===== src/rtl/gray_codec_pipe_if.sv =====
// Stream bundle for gray_codec_pipe: input side (producer -> codec) and
// output side (codec -> consumer), both valid/ready.
interface gray_codec_pipe_if #(
    parameter int unsigned WIDTH = 8
);
    logic             in_valid;
    logic             in_ready;
    logic [WIDTH-1:0] in_data;
    logic [1:0]       in_mode;
    logic             out_valid;
    logic             out_ready;
    logic [WIDTH-1:0] out_data;
    logic [1:0]       out_mode;
    logic             out_err;

    // Environment side: offers input items and accepts output items.
    modport master (
        output in_valid, in_data, in_mode, out_ready,
        input  in_ready, out_valid, out_data, out_mode, out_err
    );

    // Codec side.
    modport slave (
        input  in_valid, in_data, in_mode, out_ready,
        output in_ready, out_valid, out_data, out_mode, out_err
    );
endinterface


===== src/rtl/gray_codec_pipe.sv =====
// Two-stage pipelined binary<->Gray converter with valid/ready handshake.
// S1 holds the item as plain binary (or the raw word for reserved mode);
// S2 is the output register. in_ready is combinational from out_ready.
module gray_codec_pipe #(
    parameter int unsigned WIDTH = 8
) (
    input logic             clk,
    input logic             rst_n,
    gray_codec_pipe_if.slave bus
);

    typedef enum logic [1:0] {
        MODE_B2G  = 2'b00,
        MODE_G2B  = 2'b01,
        MODE_GINC = 2'b10,
        MODE_RSVD = 2'b11
    } mode_e;

    // Each binary bit is the XOR of the Gray bits at and above its position.
    function automatic logic [WIDTH-1:0] g2b(input logic [WIDTH-1:0] g);
        logic [WIDTH-1:0] b;
        b = '0;
        for (int unsigned i = 0; i < WIDTH; i++) begin
            b[i] = ^(g >> i);
        end
        return b;
    endfunction

    function automatic logic [WIDTH-1:0] b2g(input logic [WIDTH-1:0] b);
        return b ^ (b >> 1);
    endfunction

    logic             s1_v;
    mode_e            s1_mode;
    logic [WIDTH-1:0] s1_word;

    logic             s2_v;
    mode_e            s2_mode;
    logic [WIDTH-1:0] s2_data;
    logic             s2_err;

    logic             in_xfer;
    logic             s2_adv;
    mode_e            in_mode_e;
    logic [WIDTH-1:0] s1_next_word;
    logic [WIDTH-1:0] s2_next_data;
    logic             s2_next_err;

    assign s2_adv       = s1_v & (~s2_v | bus.out_ready);
    assign bus.in_ready = rst_n & (~s1_v | s2_adv);
    assign in_xfer      = bus.in_valid & bus.in_ready;

    // S1 input decode: Gray inputs are normalised to binary, binary and
    // reserved-mode words are kept as received.
    always_comb begin
        in_mode_e    = mode_e'(bus.in_mode);
        s1_next_word = bus.in_data;
        if (in_mode_e == MODE_G2B || in_mode_e == MODE_GINC) begin
            s1_next_word = g2b(bus.in_data);
        end
    end

    // S2 output computation from the binary value held in S1.
    always_comb begin
        s2_next_data = s1_word;
        s2_next_err  = 1'b0;
        case (s1_mode)
            MODE_B2G:  s2_next_data = b2g(s1_word);
            MODE_G2B:  s2_next_data = s1_word;
            MODE_GINC: s2_next_data = b2g(s1_word + WIDTH'(1));
            MODE_RSVD: begin
                s2_next_data = s1_word;
                s2_next_err  = 1'b1;
            end
            default:   s2_next_data = s1_word;
        endcase
    end

    // S1 register: load on input transfer, empty when its item moves to S2.
    always_ff @(posedge clk or negedge rst_n) begin
        if (!rst_n) begin
            s1_v    <= 1'b0;
            s1_mode <= MODE_B2G;
            s1_word <= '0;
        end else if (in_xfer) begin
            s1_v    <= 1'b1;
            s1_mode <= in_mode_e;
            s1_word <= s1_next_word;
        end else if (s2_adv) begin
            s1_v    <= 1'b0;
        end
    end

    // S2 output register: reload from S1 when possible, otherwise drain on
    // consumer accept; contents hold while stalled.
    always_ff @(posedge clk or negedge rst_n) begin
        if (!rst_n) begin
            s2_v    <= 1'b0;
            s2_mode <= MODE_B2G;
            s2_data <= '0;
            s2_err  <= 1'b0;
        end else if (s2_adv) begin
            s2_v    <= 1'b1;
            s2_mode <= s1_mode;
            s2_data <= s2_next_data;
            s2_err  <= s2_next_err;
        end else if (bus.out_ready) begin
            s2_v    <= 1'b0;
        end
    end

    assign bus.out_valid = s2_v;
    assign bus.out_data  = s2_data;
    assign bus.out_mode  = s2_mode;
    assign bus.out_err   = s2_err;

endmodule

===== src/flat_wrapper.sv =====
// flat-port wrapper written by rule: the top's interface ports become plain ports
module gray_codec_pipe_flat 
#(
    parameter int unsigned WIDTH = 8
)
  (clk, rst_n, bus_in_valid, bus_in_data, bus_in_mode, bus_out_ready, bus_in_ready, bus_out_valid, bus_out_data, bus_out_mode, bus_out_err);
  gray_codec_pipe_if #(.WIDTH(WIDTH)) bus_i ();
  input logic clk;
  input logic rst_n;
  input wire logic [$bits(bus_i.in_valid)-1:0] bus_in_valid;
  input wire logic [$bits(bus_i.in_data)-1:0] bus_in_data;
  input wire logic [$bits(bus_i.in_mode)-1:0] bus_in_mode;
  input wire logic [$bits(bus_i.out_ready)-1:0] bus_out_ready;
  output wire logic [$bits(bus_i.in_ready)-1:0] bus_in_ready;
  output wire logic [$bits(bus_i.out_valid)-1:0] bus_out_valid;
  output wire logic [$bits(bus_i.out_data)-1:0] bus_out_data;
  output wire logic [$bits(bus_i.out_mode)-1:0] bus_out_mode;
  output wire logic [$bits(bus_i.out_err)-1:0] bus_out_err;
  assign bus_i.in_valid = bus_in_valid;
  assign bus_i.in_data = bus_in_data;
  assign bus_i.in_mode = bus_in_mode;
  assign bus_i.out_ready = bus_out_ready;
  assign bus_in_ready = bus_i.in_ready;
  assign bus_out_valid = bus_i.out_valid;
  assign bus_out_data = bus_i.out_data;
  assign bus_out_mode = bus_i.out_mode;
  assign bus_out_err = bus_i.out_err;
  gray_codec_pipe #(.WIDTH(WIDTH)) u_core (.clk(clk), .rst_n(rst_n), .bus(bus_i));
endmodule

===== config.mk =====
export PLATFORM = sky130hd
export DESIGN_NAME = gray_codec_pipe_flat
export DESIGN_NICKNAME = d
export VERILOG_FILES = /design/src/rtl/gray_codec_pipe_if.sv /design/src/rtl/gray_codec_pipe.sv /design/src/flat_wrapper.sv
export SDC_FILE = /design/constraint.sdc
export NUM_CORES = 1
export LEC_CHECK = 0
export BUFFER_PORTS_ARGS = -buffer_cell sky130_fd_sc_hd__buf_2
export CORE_MARGIN = 10
export CORE_UTILIZATION = 30
export DETAILED_ROUTE_END_ITERATION = 8
export GPL_TIMING_DRIVEN = 0
export PLACE_DENSITY = 0.49
export SYNTH_ARGS = -nofsm -noshare
export SYNTH_HDL_FRONTEND = slang
export SYNTH_SLANG_ARGS = --single-unit

===== constraint.sdc =====
create_clock -name clk -period 1.45 [get_ports clk]
set_input_delay 0.145 -clock clk [delete_from_list [all_inputs] [get_ports clk]]
set_output_delay 0.145 -clock clk [all_outputs]
set_load 0.05 [all_outputs]

Yosys cells after proc, flatten, opt, wreduce, memory -nomap -nowiden
Cells that the tools add are included.
{ "op_classes": {"reduce_logical": 13, "addsub": 1, "eq_ne": 5, "mux": 7, "bitwise": 9} }
{ "ops": {"columns": ["op", "n"], "rows": [
  ["XOR reduction 8 bit", 8],
  ["one-hot mux 8 bit (3 select lines)", 1],
  ["bitwise XOR 8 x 7 -> 8 bit", 2],
  ["adder 8 x 1 -> 8 bit (second input constant)", 1],
  ["two-way mux 8 bit", 1],
  ["equality test 2 bit (second input constant)", 3],
  ["two-way mux 1 bit", 5],
  ["equality test 2 x 1 -> 1 bit (second input constant)", 2],
  ["nonzero test 2 bit", 2],
  ["bitwise AND 1 bit", 3],
  ["logical NOT 2 bit", 1],
  ["inverter 1 bit", 2],
  ["bitwise OR 1 bit", 2],
  ["OR reduction 2 bit", 1],
  ["logical OR 1 bit", 1]
]} }
{ "word_totals": {"ff_bits": 23, "wordCells": 42} }

Depth between registers and ports, before layout
Gate-level depths: netlist of run 1.
{ "depth": {"word_depth": 7, "mapped_depth": 6} }

Worst setup path after synthesis of run 1
OpenSTA, ideal clock, no wires.
{ "synth_path": {"kind": "register to register", "from": "register u_core.s2_v, in the netlist u_core.bus.out_valid", "to": "register u_core.s1_word[2]", "setup_time_ns": 0.133, "t_arrival_ns": 1.828, "n_path_buf": 1, "t_required_ns": 1.317, "stages_incl_launch_ff": 7, "synth_period_minus_slack_ns": 1.961, "path_slack_ns": -0.511, "cell_sequence": "dfrtp_1 > nand3b_1 > and2_1 > nand2_1 > clkbuf_1 > nand2_1 > o21ai_0"} }
{ "synth_between": {"elab_chain_len": 6} }
{ "synth_lines": {"columns": ["item", "line", "rtl"], "rows": [
  ["from (decl)", "gray_codec_pipe.sv:37", "logic s2_v;"],
  ["from (signal assigned)", "gray_codec_pipe.sv:98", "s2_v <= 1'b0;"],
  ["from (signal assigned)", "gray_codec_pipe.sv:103", "s2_v <= 1'b1;"],
  ["from (signal assigned)", "gray_codec_pipe.sv:108", "s2_v <= 1'b0;"],
  ["inverter 1 bit", "gray_codec_pipe.sv:49", "assign s2_adv = s1_v & (~s2_v | bus.out_ready);"],
  ["bitwise OR 1 bit", "gray_codec_pipe.sv:49", null],
  ["bitwise AND 1 bit", "gray_codec_pipe.sv:49", null],
  ["bitwise OR 1 bit", "gray_codec_pipe.sv:50", "assign bus.in_ready = rst_n & (~s1_v | s2_adv);"],
  ["bitwise AND 1 bit", "gray_codec_pipe.sv:50", null],
  ["net bus_in_ready", "flat_wrapper.sv:14", "output wire logic [$bits(bus_i.in_ready)-1:0] bus_in_ready;"],
  ["bitwise AND 1 bit", "gray_codec_pipe.sv:51", "assign in_xfer = bus.in_valid & bus.in_ready;"],
  ["to (signal assigned)", "gray_codec_pipe.sv:88", "s1_word <= s1_next_word;"],
  ["to (decl)", "gray_codec_pipe.sv:35", "logic [WIDTH-1:0] s1_word;"]
]} }
The timed path passes the listed nets, and every way through them passes these cells.
A chain may end at the register's enable or synchronous reset.

Worst setup path after layout of run 1
{ "layout_path": {"from": "register u_core.s1_word[1]", "to": "register u_core.s2_data[1], in the netlist u_core.bus.out_data[1]"} }
{ "layout_between": {"elab_chain_len": 3, "elab_cells_between_ends": 4, "cone_classes": "add/sub: 1; mux: 1; bitwise: 2"} }
{ "layout_lines": {"columns": ["item", "line", "rtl"], "rows": [
  ["adder 8 x 1 -> 8 bit", "gray_codec_pipe.sv:70", "MODE_GINC: s2_next_data = b2g(s1_word + WIDTH'(1));"],
  ["bitwise XOR 8 x 7 -> 8 bit", "gray_codec_pipe.sv:30", "return b ^ (b >> 1);"],
  ["one-hot mux 8 bit (3 select lines) (*)", "gray_codec_pipe.sv:67", "case (s1_mode)"],
  ["to (signal assigned)", "gray_codec_pipe.sv:105", "s2_data <= s2_next_data;"],
  ["to (decl)", "gray_codec_pipe.sv:39", "logic [WIDTH-1:0] s2_data;"]
]} }
Mark *: on every way between the ends. The rest lies on a longest branch, timed or not.

==> out/qor.csv, run 1 <==
metric;value;unit
final-setup-viol-count;6;
cap_violations;0;
initial_core_util;31.38;%
grt_util_met1;10.02;%
place_ws;-0.2221;ns
cts_buffers;3;
fin_crit_sh;104.4;%
drive_above_1_share;35.43;%
diodes;0;
drt_wl_total;3242;um
total_power;2.817;mW
clockPowerShare;14.0;%
layout_min_cycle_time;1.514;ns
fmax;660.4;MHz
path_clk_slew;0.08;ns
ant_nets;0;
root_buffer;clkbuf_8;
syn_area_per_cell;9.893;um2
dp.final_hpwl;2411;um
drt-initial-drc-count;111;
nFillCells;442;
area_growth;29.00;%
layout.cells.non_filler;227;
dp.cells;218;
grt_pass1_vias;1096;
p_comb_share;51.3;%
slew_headroom;31.86;%
die_w;87.95;um
power_leakage;0.8016;nW
yosysSeqAreaShare;41.55;%
dieArea;7734;um2
cts-htree-levels;1;
syn_inst;140;
antenna_found_initial;0;
min_delay_path_depth;2;
final_core_util;40.48;%
ff2ff_path_depth;5;
worstPathArrival;1.66;ns
status;complete, but fails checks;
power_density;1577;nW/um2
finalMaxSlewViolations;0;
p_int;1.548;mW
vdd_drop_max;0.0004182;V
ys_async_sr_fraction;100.0;%
worst_slack;-0.06430;ns
rsz0062_at_grt;yes;
swShare;45.05;%
synth-edff-count;0;
sequentialPowerShare;34.8;%
fp.dieH;87.95;um
vias;1094;
wl_per_cell;14.28;um
finalClockSkew;0.001581;ns
netlist_area;1385;um2
grt.busiest_layer;met2;
synth_seq_cells;23;
viasPerCell;4.819;
worst_pin_slew;1.022;ns
crit_type;reg2reg;
p_sw;1.269;mW
place.gp.congestion;0.9225;
dr.pass1.iters;5;
cts.sinks;23;
syn_nets;160;
cp.required;1.60;ns
core-area;4414;um2
grt_use_total;8.387;%
rows;24;
cts_buffer_depth;2;
min_path_type;in2reg;
fin_nets;196;
clkLatencyLatePin;0.26;ns
violations;setup timing;
hold_path.startpoint;bus_in_mode[0];
grtUsageMet3;1.764;%
port_buffers;26;
grt_max_degree;24;
ff2ff_setup_slack;-0.06;ns
worstPathMaxFanout;4;
ys_types;26;
yosysWarnings;0;
hold_viol;0;
grt_pass1_wl;5209;um
worstHoldEndpoint;u_core.s1_mode[0];
route.detailed.drc;0;
r2r-start;u_core.s1_word[1];
cts_tree;built;
timing.rr.end;u_core.bus.out_data[1];
worstSetupEndpointType;flip-flop;
whs;0.1422;ns
grt_overflow;0;
ioPinCount;27;
synth_flop_cell;dfrtp_1;
use_met2;13.82;%
critPathLaunchType;flip-flop;
-- cell families after synthesis --
kind of cell             share of synthesized area (%)
buffers and inverters                            1.354
flip-flops                                       41.55
adder cells (fa/ha/maj)                          5.420
multiplexers                                     4.065
AND/OR/NAND/NOR                                  14.64
AO/OA/AOI/OAI                                    11.56
XOR/XNOR                                         21.41
-- sequential cells by signal (all words and copies together), names as in the netlist --
name and flops:
u_core.bus.out_data 8, u_core.s1_word 8, u_core.bus.out_mode 2, u_core.s1_mode 2, u_core.bus.out_err 1, u_core.bus.out_valid 1
u_core.s1_v 1
-- power groups by stage --
stage / clock network [mW] / registers, mW / logic (mW)
4_1_cts: 0.411 / 0.981 / 1.42
2_1_floorplan: 0 / 1.39 / 0.573
6_report: 0.394 / 0.980 / 1.44
3_5_place_dp: 0 / 0.977 / 1.30
3_3_place_gp: 0 / 0.966 / 1.27
5_1_grt: 0.426 / 1.01 / 1.56
-- synth_stat cells (2+ instances only) --
master / instances / share of area (%)
nor2b_1: 2 / 0.90
dfrtp_1: 23 / 42
ha_1: 6 / 5.4
clkbuf_1: 4 / 1.1
mux2_2: 5 / 4.1
nor2_1: 11 / 3.0
a221oi_1: 2 / 1.3
nand2b_1: 3 / 1.4
a222oi_1: 3 / 2.2
a21oi_1: 7 / 2.5
xnor2_1: 16 / 10
o21ai_1: 2 / 0.72
xor2_1: 10 / 6.3
nand2_1: 23 / 6.2
nand3_1: 2 / 0.72
xnor3_1: 2 / 3.3
o21ai_0: 10 / 3.6
-- cell type report --
type | count | area, um2 | area share, %
inverters | 1 | 3.754 | 0.2101
well taps | 52 | 65.06 | 3.641
flip-flops and latches | 23 | 584.3 | 32.70
repair buffers | 31 | 172.7 | 9.664
plain buffers | 4 | 20.02 | 1.120
clock buffers | 4 | 45.04 | 2.521
multi-input cells | 112 | 895.9 | 50.14
-- cells in the final DEF (no fill, tap or decap) --
cell type	Yosys	layout
nor2_1	11	11
nor2b_1	2	2
xnor2_1	16	15
nand2_2	0	2
o21ai_1	2	5
a21oi_1	7	6
nand3_1	2	2
clkbuf_1	4	3
or2b_1	1	1
dfrtp_2	0	7
a221oi_1	2	2
and2_4	0	1
mux2_2	5	5
clkbuf_8	0	3
xnor2_2	0	1
ha_1	6	3
nor2_2	1	1
xor2_4	0	1
dfrtp_1	23	16
nand2b_1	3	3
clkbuf_2	0	1
buf_4	0	4
xor2_2	0	3
o221ai_1	1	1
ha_4	0	3
o21ai_0	10	7
o32ai_1	1	1
inv_1	1	1
buf_2	0	26
clkbuf_4	0	1
nand3b_1	1	1
a222oi_1	3	3
nand2_4	0	1
dlymetal6s4s_1	0	1
nand4_1	1	1
a21oi_2	0	1
xnor3_2	1	1
xnor3_1	2	2
xor2_1	10	6
nand2_1	23	20
-- stage by stage --
stage / instance area (um2) / setup TNS, ns
after floorplan: 1400 / 0
after global placement: 1595 / -0.9890
after detailed placement: 1595 / -1.511
after CTS: 1758 / -0.2770
after global routing: 1787 / -0.6538
final: 1787 / -0.1887
-- what timing repair did --
action / 4_1_cts / 5_1_grt
setup endpoints to repair: 6 / 38
endpoints found under the hold margin: 23 / 0
buffers inserted: 4 / 0
hold buffers: 1 / 0
resized for setup: 19 / 10
pin swaps: 6 / 4
-- critical path, cell delays in order, from the launching register on --
cell and delay [ns]:
dfrtp_2 0.46, ha_4 0.20, xor2_2 0.19, xor2_1 0.15
a222oi_1 0.30, o21ai_1 0.09
-- routing by layer --
metal / part of all wire (%) / wire length, um
met3: 7.0 / 228
met2: 49 / 1584
met5: 0 / 0
met4: 1.9 / 62
met1: 42 / 1366
-- worst max-delay path by stage --
stage	cells after the start	endpoint	startpoint
2_1_floorplan	6	u_core.bus.out_data[3]	u_core.s1_word[0]
3_3_place_gp	6	u_core.bus.out_data[6]	u_core.s1_word[0]
3_5_place_dp	6	u_core.bus.out_data[6]	u_core.s1_word[0]
4_1_cts	6	u_core.bus.out_data[3]	u_core.s1_word[2]
5_1_grt	5	u_core.bus.out_data[1]	u_core.s1_word[1]
6_report	5	u_core.bus.out_data[1]	u_core.s1_word[1]
(Power assumes the default switching activity.)
==> run 2: changes to the inputs <==
--- a/config.mk
+++ b/config.mk
@@ -5,12 +5,12 @@
 export SDC_FILE = /design/constraint.sdc
 export NUM_CORES = 1
 export LEC_CHECK = 0
-export BUFFER_PORTS_ARGS = -buffer_cell sky130_fd_sc_hd__buf_2
 export CORE_MARGIN = 10
 export CORE_UTILIZATION = 30
 export DETAILED_ROUTE_END_ITERATION = 8
+export DONT_BUFFER_PORTS = 1
 export GPL_TIMING_DRIVEN = 0
-export PLACE_DENSITY = 0.49
+export PLACE_DENSITY = 0.56
 export SYNTH_ARGS = -nofsm -noshare
 export SYNTH_HDL_FRONTEND = slang
 export SYNTH_SLANG_ARGS = --single-unit
==> run 2 against run 1 <==
The flow still finishes with violations (setup timing). Via count down 5.4%. Die area did not move. Worst hold slack worse by 0.12 ns. Utilization increased by 0.54 points. Clock skew grew 0.0014 ns. Cell area grew 1.3%. Global-route usage is 1.0 points higher. Clock-buffer cell count is 1 lower. Sequential power grew 48%. Clock power is 4% higher. Register-to-register slack barely moved. Sequential share of layout area is 0.43 points lower. Critical path type unchanged. Largest power group is now registers.
==> out/qor.csv, run 2 (synthesis gave the netlist of run 1 again) <==
metric;value;unit;change
status;complete, but fails checks;;
violations;setup timing;;
min_path_type;in2reg;;
grt_pass1_vias;1110;;+1.3%
diodes;0;;unchanged
power_leakage;0.7656;nW;-4.5%
grt_overflow;0;;unchanged
cts_buffer_depth;2;;unchanged
critPathLaunchType;flip-flop;;
grt_max_degree;24;;unchanged
ant_nets;0;;unchanged
cts-htree-levels;1;;unchanged
worst_slack;-0.05662;ns;+0.007679 ns
worst_path_largest_cell_delay;0.45;ns;about the same
rows;24;;unchanged
drive_above_1_share;35.26;%;-0.17 points
finalMaxSlewViolations;0;;unchanged
critPathSlowestCell;dfrtp_2;;
worstPathArrival;1.66;ns;about the same
worst_pin_slew;1.011;ns;-0.01131 ns
fp.dieH;87.95;um;unchanged
multi_input_area;975.9;um2;+8.9%
worstSetupEndpointType;flip-flop;;
power_density;1538;nW/um2;-2.5%
mostFrequentLayoutCells;16 x dfrtp_1, 15 x nand2_1, 14 x xnor2_1, 10 x nor2_1;;
layout_min_cycle_time;1.507;ns;-0.007679 ns
drt_wl_total;3433;um;+5.9%
path_clk_slew;0.08;ns;about the same
final-setup-viol-count;15;;+9
seq_area;584.3;um2;unchanged
vias;1035;;-5.4%
fin_crit_sh;103.9;%;-0.53 points
cts_tree;built;;
cp.required;1.60;ns;about the same
layout.cells.non_filler;208;;-8.4%
ioPinCount;27;;unchanged
route.detailed.drc;0;;unchanged
viasPerCell;4.976;;+3.2%
cts.sinks;23;;unchanged
nFillCells;439;;-0.68%
area_growth;30.71;%;
vdd_drop_max;0.0004407;V;+5.4%
dieArea;7734;um2;unchanged
mostFrequentLayoutCell;dfrtp_1;;
fmax;663.7;MHz;+0.51%
grt_pass1_wl;5747;um;+10%
cap_violations;0;;unchanged
core-area;4414;um2;unchanged
fin_nets;177;;-9.7%
clkLatencyLatePin;0.27;ns;about the same
path_cells;ha_4, nand2_2, xor2_2, xor2_1, a222oi_1, o21ai_1;;
cts_buffers;3;;unchanged
place.gp.congestion;0.7688;;-17%
hold_viol;0;;unchanged
initial_core_util;31.38;%;unchanged
finalClockSkew;0.003010;ns;+0.001429 ns
whs;0.01821;ns;-0.1240 ns
root_buffer;clkbuf_8;;
rsz0062_at_grt;yes;;
dr.pass1.iters;4;;-1
die_w;87.95;um;unchanged
wl_per_cell;16.50;um;+16%
cp.buffers_inverters;0;;unchanged
worstPathMaxFanout;4;;unchanged
antenna_found_initial;0;;unchanged
critPathTopFamily;flip-flops;;
dp.final_hpwl;2424;um;+0.57%
grt_use_total;9.417;%;+1.0 points
crit_type;reg2reg;;
dp.cells;192;;-12%
slew_headroom;32.39;%;+0.53 points
port_buffers;0;;-100%
drt-initial-drc-count;47;;-58%
[run 2: changes by cell type in the layout (fill, tap and decap cells not counted), sizes merged]
cell and delta:
buf -21, clkinv +1, dlygate4sd3 +1, dlymetal6s4s -1, nand2 +1
[run 2: layout make-up]
class | instances | area share, %
Tap cell | 52 | 3.594
Sequential cell | 23 | 32.27
Timing Repair Buffer | 11 | 5.252
Buffer | 4 | 2.211
Multi-Input combinational cell | 113 | 53.90
Inverter | 1 | 0.2073
Clock buffer | 3 | 2.281
Clock inverter | 1 | 0.2764
[run 2: power breakdown]
| group | internal, mW | switching [mW] | total [mW] |
|---|---|---|---|
| Combinational | 0.479 | 0.448 | 0.926 |
| Sequential | 0.820 | 0.629 | 1.45 |
| Clock | 0.192 | 0.216 | 0.408 |
[run 2: path summary, 6_finish.rpt]
kind / start / endpoint / slack [ns] / depth (start not counted)
worst min register to register: u_core.s1_word[4] / u_core.s1_word[4] / 0.60 / 2
max in group asynchronous: rst_n / u_core.bus.out_valid / 0.28 / 1
min in group asynchronous: rst_n / u_core.bus.out_data[6] / 0.49 / 1
worst max-delay path: u_core.s1_word[2] / u_core.bus.out_data[3] / -0.06 / 6
worst min-delay path: bus_in_mode[1] / u_core.s1_mode[1] / 0.02 / 1
worst max register to register: u_core.s1_word[2] / u_core.bus.out_data[3] / -0.06 / 6
[run 2: worst register-to-register path, delay by kind of cell, from the launching register on]
family | cells | cell delay, ns
AOI/OAI and AO/OA | 2 | 0.37
xor gates and xnor gates | 2 | 0.33
adders and majority gates | 1 | 0.17
DFF | 1 | 0.45
and+or+nand+nor | 1 | 0.07
[run 2: per-layer routing]
metal | global-route usage [%] | vias up | routed length, um
met2 | 16.14 | 24 | 1728
li1 | - | 509 | -
met4 | 3.043 | 0 | 42
met1 | 10.80 | 497 | 1397
met3 | 3.064 | 5 | 265
met5 | 0 | - | 0
[run 2: timing repair]
action / in CTS / in global routing
hold buffers: 1 / 0
hold endpoints to repair: 23 / 0
setup endpoints to repair: 22 / 21
gates resized for setup: 37 / 16
pin swaps: 10 / 10
cloned: 2 / 0
buffers inserted: 5 / 4
[run 2: per-stage QoR]
| step | area, um2 | util, % | total power [mW] | TNS [ns] | setup slack, ns |
|---|---|---|---|---|---|
| 2_1_floorplan | 1400 | - | 1.958 | 0 | 0.0001237 |
| 3_3_place_gp | 1465 | 33.19 | 2.111 | -2.830 | -0.2234 |
| 3_5_place_dp | 1465 | 33.19 | 2.133 | -3.050 | -0.2055 |
| 4_1_cts | 1725 | 39.09 | 2.742 | -0.7527 | -0.07444 |
| 5_1_grt | 1810 | 41.01 | 2.982 | -1.858 | -0.1414 |
| 6_report | 1810 | 41.01 | 2.784 | -0.4918 | -0.05662 |
